### config.mk
export PLATFORM = sky130hd
export DESIGN_NAME = serial_sink_flat
export DESIGN_NICKNAME = d
export VERILOG_FILES = /design/src/rtl/serial_sink_if.sv /design/src/rtl/serial_sink.sv /design/src/flat_wrapper.sv
export SDC_FILE = /design/constraint.sdc
export NUM_CORES = 1
export LEC_CHECK = 0
export CAP_MARGIN = 0
export CORE_AREA = 8 8 79 81
export DETAILED_ROUTE_END_ITERATION = 6
export DIE_AREA = 0 0 87 89
export PLACE_DENSITY_LB_ADDON = 0.25
export RECOVER_POWER = 100
export SETUP_SLACK_MARGIN = 0.5
export SYNTH_ARGS = -nofsm -noshare
export SYNTH_HDL_FRONTEND = slang
export SYNTH_SLANG_ARGS = --single-unit
### constraint.sdc
create_clock -name clk -period 3.1 [get_ports clk]
set_input_delay 0.93 -clock clk [delete_from_list [all_inputs] [get_ports clk]]
set_output_delay 0.93 -clock clk [all_outputs]
set_load 0.05 [all_outputs]
### src/rtl/serial_sink_if.sv
// serial_sink_if: one-line serial link between an upstream transmitter and serial_sink.
//   serial_in : data line driven by the transmitter, idles low
//   busy      : backpressure from the receiver; a new frame may start only while low
// Modports: master = transmitter side, slave = receiver side.
// Frame address width comes from the ADDR_SZ macro (defaults to 4 when not set).
`ifndef ADDR_SZ
`define ADDR_SZ 4
`endif

interface serial_sink_if;
  logic serial_in;
  logic busy;

  modport master (output serial_in, input busy);
  modport slave  (input serial_in, output busy);
endinterface

### src/rtl/serial_sink.sv
// serial_sink: receive-side endpoint of the node serial link.
// Deserializes frames {start=1, ADDR_SZ address bits MSB first, [parity], stop=0},
// compares the address with NODE_ID, and keeps saturating delivered / error counters.
// Ports:
//   clk        : clock
//   reset      : synchronous active-high reset
//   link       : serial_sink_if.slave (serial_in in, busy out)
//   clr_counts : synchronous clear of both counters (wins over a same-cycle increment)
//   rx_valid   : one-cycle pulse when a frame is accepted
//   rx_data    : address of the last accepted frame
//   pkt_count  : frames accepted with address == NODE_ID
//   err_count  : misrouted frames plus framing / parity error frames
// Build option: define SINK_PARITY_EN to expect an even-parity bit before the stop bit.
`ifndef ADDR_SZ
`define ADDR_SZ 4
`endif

module serial_sink #(
  parameter int unsigned NODE_ID     = 0,
  parameter int unsigned HOLD_CYCLES = 2
) (
  input  logic                clk,
  input  logic                reset,
  serial_sink_if.slave        link,
  input  logic                clr_counts,
  output logic                rx_valid,
  output logic [`ADDR_SZ-1:0] rx_data,
  output logic [15:0]         pkt_count,
  output logic [7:0]          err_count
);

  localparam int unsigned AW = `ADDR_SZ;
  localparam logic [AW-1:0] NodeAddr = AW'(NODE_ID);
  localparam logic [7:0] HoldInit = 8'(HOLD_CYCLES);
  localparam logic [7:0] LastBit = 8'(AW - 1);

  localparam logic [2:0] StIdle   = 3'd0;
  localparam logic [2:0] StShift  = 3'd1;
  localparam logic [2:0] StStop   = 3'd2;
  localparam logic [2:0] StHold   = 3'd3;
`ifdef SINK_PARITY_EN
  localparam logic [2:0] StParity = 3'd4;
`endif

  logic [2:0]    state_q, state_d;
  logic [7:0]    bit_cnt_q, bit_cnt_d;
  logic [AW-1:0] shift_q, shift_d;
  logic [7:0]    hold_q, hold_d;
  logic          busy_q, busy_d;
  logic          rx_valid_q, rx_valid_d;
  logic [AW-1:0] rx_data_q, rx_data_d;
  logic [15:0]   pkt_q;
  logic [7:0]    err_q;
  logic          pkt_inc, err_inc;
  logic          frame_ok;
`ifdef SINK_PARITY_EN
  logic          par_err_q, par_err_d;
`endif

  always_comb begin
    state_d    = state_q;
    bit_cnt_d  = bit_cnt_q;
    shift_d    = shift_q;
    hold_d     = hold_q;
    busy_d     = busy_q;
    rx_valid_d = 1'b0;
    rx_data_d  = rx_data_q;
    pkt_inc    = 1'b0;
    err_inc    = 1'b0;
`ifdef SINK_PARITY_EN
    par_err_d  = par_err_q;
    frame_ok   = ~link.serial_in & ~par_err_q;
`else
    frame_ok   = ~link.serial_in;
`endif
    case (state_q)
      StIdle: begin
        if (link.serial_in) begin
          state_d   = StShift;
          busy_d    = 1'b1;
          bit_cnt_d = 8'd0;
        end
      end
      StShift: begin
        // Truncating concat keeps this legal for a 1-bit address too.
        shift_d   = AW'({shift_q, link.serial_in});
        bit_cnt_d = bit_cnt_q + 8'd1;
        if (bit_cnt_q == LastBit) begin
`ifdef SINK_PARITY_EN
          state_d = StParity;
`else
          state_d = StStop;
`endif
        end
      end
`ifdef SINK_PARITY_EN
      StParity: begin
        // Even parity: XOR over data and parity bit must be zero.
        par_err_d = ^{shift_q, link.serial_in};
        state_d   = StStop;
      end
`endif
      StStop: begin
        if (frame_ok) begin
          rx_valid_d = 1'b1;
          rx_data_d  = shift_q;
          if (shift_q == NodeAddr) pkt_inc = 1'b1;
          else                     err_inc = 1'b1;
        end else begin
          err_inc = 1'b1;
        end
        if (HoldInit == 8'd0) begin
          state_d = StIdle;
          busy_d  = 1'b0;
        end else begin
          state_d = StHold;
          hold_d  = HoldInit;
        end
      end
      StHold: begin
        // serial_in is deliberately ignored here; a start bit during HOLD is lost.
        if (hold_q == 8'd0) begin
          state_d = StIdle;
          busy_d  = 1'b0;
        end else begin
          hold_d = hold_q - 8'd1;
        end
      end
      default: begin
        state_d = StIdle;
        busy_d  = 1'b0;
      end
    endcase
  end

  always_ff @(posedge clk) begin
    if (reset) begin
      state_q    <= StIdle;
      bit_cnt_q  <= 8'd0;
      shift_q    <= '0;
      hold_q     <= 8'd0;
      busy_q     <= 1'b0;
      rx_valid_q <= 1'b0;
      rx_data_q  <= '0;
`ifdef SINK_PARITY_EN
      par_err_q  <= 1'b0;
`endif
    end else begin
      state_q    <= state_d;
      bit_cnt_q  <= bit_cnt_d;
      shift_q    <= shift_d;
      hold_q     <= hold_d;
      busy_q     <= busy_d;
      rx_valid_q <= rx_valid_d;
      rx_data_q  <= rx_data_d;
`ifdef SINK_PARITY_EN
      par_err_q  <= par_err_d;
`endif
    end
  end

  // Saturating counters; a clear in the same cycle swallows the increment.
  always_ff @(posedge clk) begin
    if (reset) begin
      pkt_q <= 16'd0;
      err_q <= 8'd0;
    end else if (clr_counts) begin
      pkt_q <= 16'd0;
      err_q <= 8'd0;
    end else begin
      if (pkt_inc && (pkt_q != '1)) pkt_q <= pkt_q + 16'd1;
      if (err_inc && (err_q != '1)) err_q <= err_q + 8'd1;
    end
  end

  assign link.busy = busy_q;
  assign rx_valid  = rx_valid_q;
  assign rx_data   = rx_data_q;
  assign pkt_count = pkt_q;
  assign err_count = err_q;

endmodule

### src/flat_wrapper.sv
// flat-port wrapper written by rule: the top's interface ports become plain ports
module serial_sink_flat 
#(
  parameter int unsigned NODE_ID     = 0,
  parameter int unsigned HOLD_CYCLES = 2
)
  (clk, reset, clr_counts, rx_valid, rx_data, pkt_count, err_count, link_serial_in, link_busy);
  serial_sink_if link_i ();
  input  logic clk;
  input  logic reset;
  input  logic clr_counts;
  output logic rx_valid;
  output logic [`ADDR_SZ-1:0] rx_data;
  output logic [15:0] pkt_count;
  output logic [7:0] err_count;
  input wire logic [$bits(link_i.serial_in)-1:0] link_serial_in;
  output wire logic [$bits(link_i.busy)-1:0] link_busy;
  assign link_i.serial_in = link_serial_in;
  assign link_busy = link_i.busy;
  serial_sink #(.NODE_ID(NODE_ID), .HOLD_CYCLES(HOLD_CYCLES)) u_core (.clk(clk), .reset(reset), .link(link_i), .clr_counts(clr_counts), .rx_valid(rx_valid), .rx_data(rx_data), .pkt_count(pkt_count), .err_count(err_count));
endmodule
== After elaboration in Yosys (flattened, before gate mapping) ==
Cells that the tools add are included.
Cells by class
  $add $sub $neg: 4
  eq/ne operators: 10
  muxes and demuxes: 18
  bitwise gates (word level): 3
  reductions and logical operators: 15
Operator list (count)
  $pmux 8 s2: 2
  $add 16x1->16 const B: 1
  $add 8x1->8 const B: 2
  $mux 8: 2
  $ne 16x16->1 const B: 1
  $pmux 3 s4: 1
  $mux 1: 9
  $mux 3: 3
  $eq 8x2->1 const B: 1
  $logic_not 8->1: 1
  $ne 8x8->1 const B: 1
  $sub 8x1->8 const B: 1
  $eq 3x2->1 const B: 2
  $reduce_and 2->1: 3
  $reduce_and 3->1: 2
  $reduce_or 2->1: 3
  $logic_not 4->1: 1
  $ne 2x1->1 const B: 2
  $ne 2x2->1 const B: 2
  $reduce_bool 2->1: 2
  $eq 3x1->1 const B: 1
  $logic_not 3->1: 1
  $not 1->1: 3
  $pmux 1 s3: 1
  $logic_and 1x1->1: 2
Word-level totals
  register bits after elaboration: 53
  input port bits: 4
  logic and storage cells: 59

== Logic depth before layout (Yosys ltp) ==
Gate-level depths: netlist (run 1).
  word-level depth: 5
  mapped depth: 8

== Worst setup path after synthesis (run 1) ==
Ideal clock, no wire load.
  kind: input-to-reg
  start: input port link_serial_in
  end: register u_core.pkt_q[15], in the netlist u_core.pkt_count[15]
  library setup time: 70 ps
  arrival time: 2432 ps
  required time: 3030 ps
  setup slack: 599 ps
  cell stages on the path: 6
  buffers on the path: 2
  cells stage by stage: clkbuf_8 -> nand4b_1 -> or4_1 -> buf_2 -> or4_1 -> a21oi_1
On the way
  longest elaborated chain between the ends: 3
RTL lines
  start, declared: line flat_wrapper.sv:16  | input wire logic [$bits(link_i.serial_in)-1:0] link_serial_in;
  $mux 1: line serial_sink.sv:104  | if (frame_ok) begin
  $mux 1: line serial_sink.sv:76  | case (state_q)
  $logic_and 1x1->1: line serial_sink.sv:171  | if (pkt_inc && (pkt_q != '1)) pkt_q <= pkt_q + 16'd1;
  end signal, assigned: line serial_sink.sv:171
  end, declared: line serial_sink.sv:52  | logic [15:0] pkt_q;
No other way between the ends.
A chain may end at the register's enable or synchronous reset.

== Worst setup path in the final report (run 1) ==
  start: input port link_serial_in
  end: register u_core.err_q[6], in the netlist u_core.err_count[6]
On the way
  longest elaborated chain between the ends: 3
RTL lines
  $mux 1: line serial_sink.sv:104
  $mux 1: line serial_sink.sv:76
  $logic_and 1x1->1: line serial_sink.sv:172  | if (err_inc && (err_q != '1)) err_q <= err_q + 8'd1;
  end signal, assigned: line serial_sink.sv:172
  end, declared: line serial_sink.sv:53  | logic [7:0] err_q;
No other way between the ends.

==> impl_metrics.py, run 1 <==
metrics = {
    "synth": {
        "ys_types": 49,
        "synthFlopType": "dfxtp_1",
        "async_flop_share_pct": 0,
        "syn_avg_cell_area_sq_um": 8.65,
        "synth_top_area_share_pct": 39.3,
        "netlist_instances": 306,
        "synth_enable_flop_cells": 0,
        "yosysTopAreaCell": "dfxtp_1",
        "synth.yosys.seq_area_share_pct": 39.3,
        "synth_area_leaders": "dfxtp_1 (39%), mux2i_1 (6.8%), ha_1 (4.3%), nor2_1 (3.8%), or3_1 (3.5%)",
        "yosysWarnings": 0,
        "synth.ff_latch_count": 52,
        "syn_area_sq_mm": 0.00265,
        "synth.net_count": 319,
    },
    "placed_design": {
        "dp_slack_ns": 0.280,
        "place.port_buffers": 33,
        "dp_hpwl_um": 4200,
        "post-place-cells": 401,
        "gp_congestion": 0.840,
        "postPlaceCellArea_sq_mm": 0.00305,
    },
    "floorplanning": {
        "fp.dieH_um": 89,
        "die_area_sq_mm": 0.00774,
        "rows": 26,
        "start_util_pct": 53.2,
        "fp.coreArea_sq_mm": 0.00498,
        "die_w_um": 87,
        "io-pin-count": 34,
    },
    "timing": {
        "rsz0062_at_grt": "false",
        "max_freq_mhz": 374,
        "whs_ns": 0.477,
        "drv_slew": 0,
        "max-slew-margin-rel_pct": 55.9,
        "fin_skew_ns": 0.00433,
        "tightest_slew_ns": 0.656,
        "setup_viol": 0,
        "period_minus_slack_ns": 2.68,
        "hold_viol_final": 0,
        "setup_tns_ns": 0,
        "fin_ws_ns": 0.424,
        "post-route-period-util_pct": 86.3,
    },
    "critical_path": {
        "critPathTopFamily": "buffers and inverters",
        "critPathBufInv": 3,
        "path_class": "in -> reg",
        "cp_slowest_cell": "clkdlybuf4s50_1",
        "crit_path_end_kind": "register",
        "rr_startpoint": "u_core.shift_q[0]",
        "max_stage_delay_ns": 0.48,
        "arrival_ns": 2.91,
        "path_max_fanout": 9,
        "crit_top_cell": "clkbuf_1",
        "crit_chain": "clkdlybuf4s50_1 -> clkbuf_1 -> o221ai_1 -> clkbuf_1 -> or3_1 -> a21oi_1",
        "critPathLaunch": "link_serial_in",
        "cp-start-kind": "input port",
        "r2r_slack_ns": 0.87,
        "required_ns": 3.34,
    },
    "clock_network": {
        "htree_levels": 2,
        "cts_buffer_depth": 2,
        "cts_setup_buffers": 0,
        "cts_root_buf": "clkbuf_8",
        "cts_tree": "built",
        "clock_sinks": 52,
        "numCtsBuffers": 5,
        "worstSkewPairLatency_ns": 0.31,
        "path_clk_slew_ns": 0.09,
    },
    "pwr": {
        "pwr-share-clk_pct": 28.1,
        "max-vdd-ir-drop_mv": 0.469,
        "power.net_switching_mw": 0.492,
        "netSwitchingFraction_pct": 31.1,
        "power.density_mw_per_mm2": 509,
        "power.total_mw": 1.58,
        "p_comb_share_pct": 25.2,
        "p_leak_nw": 1.08,
        "p_int_mw": 1.09,
        "pwr-share-seq_pct": 46.7,
    },
    "finish": {
        "regArea_sq_mm": 0.00104,
        "multiInputGateArea_sq_mm": 0.00149,
        "drive_gt1_share_pct": 4.15,
        "final_cell_mix": "dfxtp_1 (52), dlygate4sd3_1 (29), nor2_1 (27)",
        "final_cells": 407,
        "syn_to_final_growth_pct": 17.6,
        "layout.cells.most_common": "dfxtp_1",
        "layout.nets": 351,
        "final_area_sq_mm": 0.00311,
        "fillers": 444,
        "postLayoutCoreUtil_pct": 62.6,
        "num_antenna_cells": 0,
    },
    "routing": {
        "dr.pass1.iters": 4,
        "highest_layer": "met4",
        "drt-vias-per-instance": 5.91,
        "first_iter_violations": 119,
        "ant_nets": 0,
        "routed_wl_um": 5800,
        "wl_met1_um": 2630,
        "via_count": 2404,
        "wl_per_cell_um": 14.2,
        "drcViolationCount": 0,
        "wl_met2_um": 2800,
        "met3_length_um": 285,
    },
    "grt": {
        "grt_max_degree": 16,
        "grt_pass1_wl_um": 9820,
        "grt_pass1_vias": 2168,
        "antenna_found_initial": 0,
        "grt_use_total_pct": 15.5,
        "grt-ovfl-total": 0,
    },
    "outcome": {
        "outcome": "finished, final reports clean",
    },
    "min_path": {
        "worstHoldStart": "u_core.hold_q[7]",
        "hp-class": "reg -> reg",
    },
    "job": {
        "max-cap-violations": 0,
    },
}
synth_stat cells, drive strengths merged, types with 3 or more instances:
| cell type | count |
|---|---|
| o21a | 5 |
| inv | 11 |
| nor2 | 27 |
| o21ai | 9 |
| buf | 4 |
| clkbuf | 12 |
| nor3 | 8 |
| or2 | 3 |
| nor2b | 3 |
| nand2 | 22 |
| o41ai | 3 |
| and4 | 3 |
| ha | 9 |
| nand4 | 9 |
| or4 | 7 |
| nand3 | 11 |
| nand4b | 3 |
| dfxtp | 52 |
| and2 | 3 |
| or3 | 15 |
| o311ai | 3 |
| xnor2 | 5 |
| xor2 | 6 |
| o31ai | 6 |
| nor4 | 10 |
| a21oi | 18 |
| mux2i | 18 |
sequential cells by signal, summed over array words and instances (netlist names):
register,count
u_core.shift_q,4
u_core.rx_data,4
u_core.hold_q,8
u_core.link.busy,1
u_core.state_q,2
u_core.rx_valid,1
u_core.bit_cnt_q,8
u_core.pkt_count,16
u_core.err_count,8
final cells by class:
type	count	area share [%]
Clock buffer	5	2.21
Clock inverter	1	0.964
Inverter	11	1.33
Multi-Input combinational cell	227	47.9
Sequential cell	52	33.4
Tap cell	70	2.81
Timing Repair Buffer	41	11.4
worst register-to-register path, stage by stage, from the launching register on:
cell and delay, ns:
dfxtp_1 0.36, or4_4 0.55, or4_1 0.55, clkbuf_1 0.19
o311ai_0 0.33, o41ai_1 0.13
power groups by stage:
stage | Combinational (mW) | Sequential [mW] | Clock, mW
2_1_floorplan | 0.288 | 0.778 | 0
3_3_place_gp | 0.399 | 0.753 | 0
3_5_place_dp | 0.407 | 0.755 | 0
4_1_cts | 0.409 | 0.739 | 0.453
5_1_grt | 0.444 | 0.746 | 0.477
6_report | 0.399 | 0.740 | 0.445
worst paths after layout:
kind                                to  cells after the start
setup / recovery   u_core.err_count[6]                      6
hold / removal        u_core.hold_q[7]                      2
setup reg to reg  u_core.pkt_count[13]                      5
hold reg to reg       u_core.hold_q[7]                      2
cells by family (layout without fill, tap and decap cells):
logic type,Yosys count,in the layout,synth area share [%]
XOR/XNOR,11,11,3.64
buffers and inverters,27,58,4.40
multiplexers,19,19,7.23
flip-flops,52,52,39.3
AND/OR/NAND/NOR,131,131,26.9
adder cells (fa/ha/maj),9,9,4.25
AO/OA/AOI/OAI,57,57,14.2
layer usage:
layer	GRT usage (%)	up-vias
li1	-	1200
met1	18.7	1136
met2	26.5	59
met3	3.86	9
met4	5.01	0
met5	0	-
repair_timing:
item / CTS / global route
endpoints found under the hold margin: 0 / 0
hold buffers: 0 / 0
gates resized for setup: 0 / 3
endpoints found under the setup margin: 0 / 5
Note: power is estimated with default switching activity, not from simulation.
==> run 2, diff against run 1 <==
- ABC_CLOCK_PERIOD_IN_PS: default -> 3100
==> results of run 2 <==
No change in the layout: final DEF, timing and power equal those of run 1.
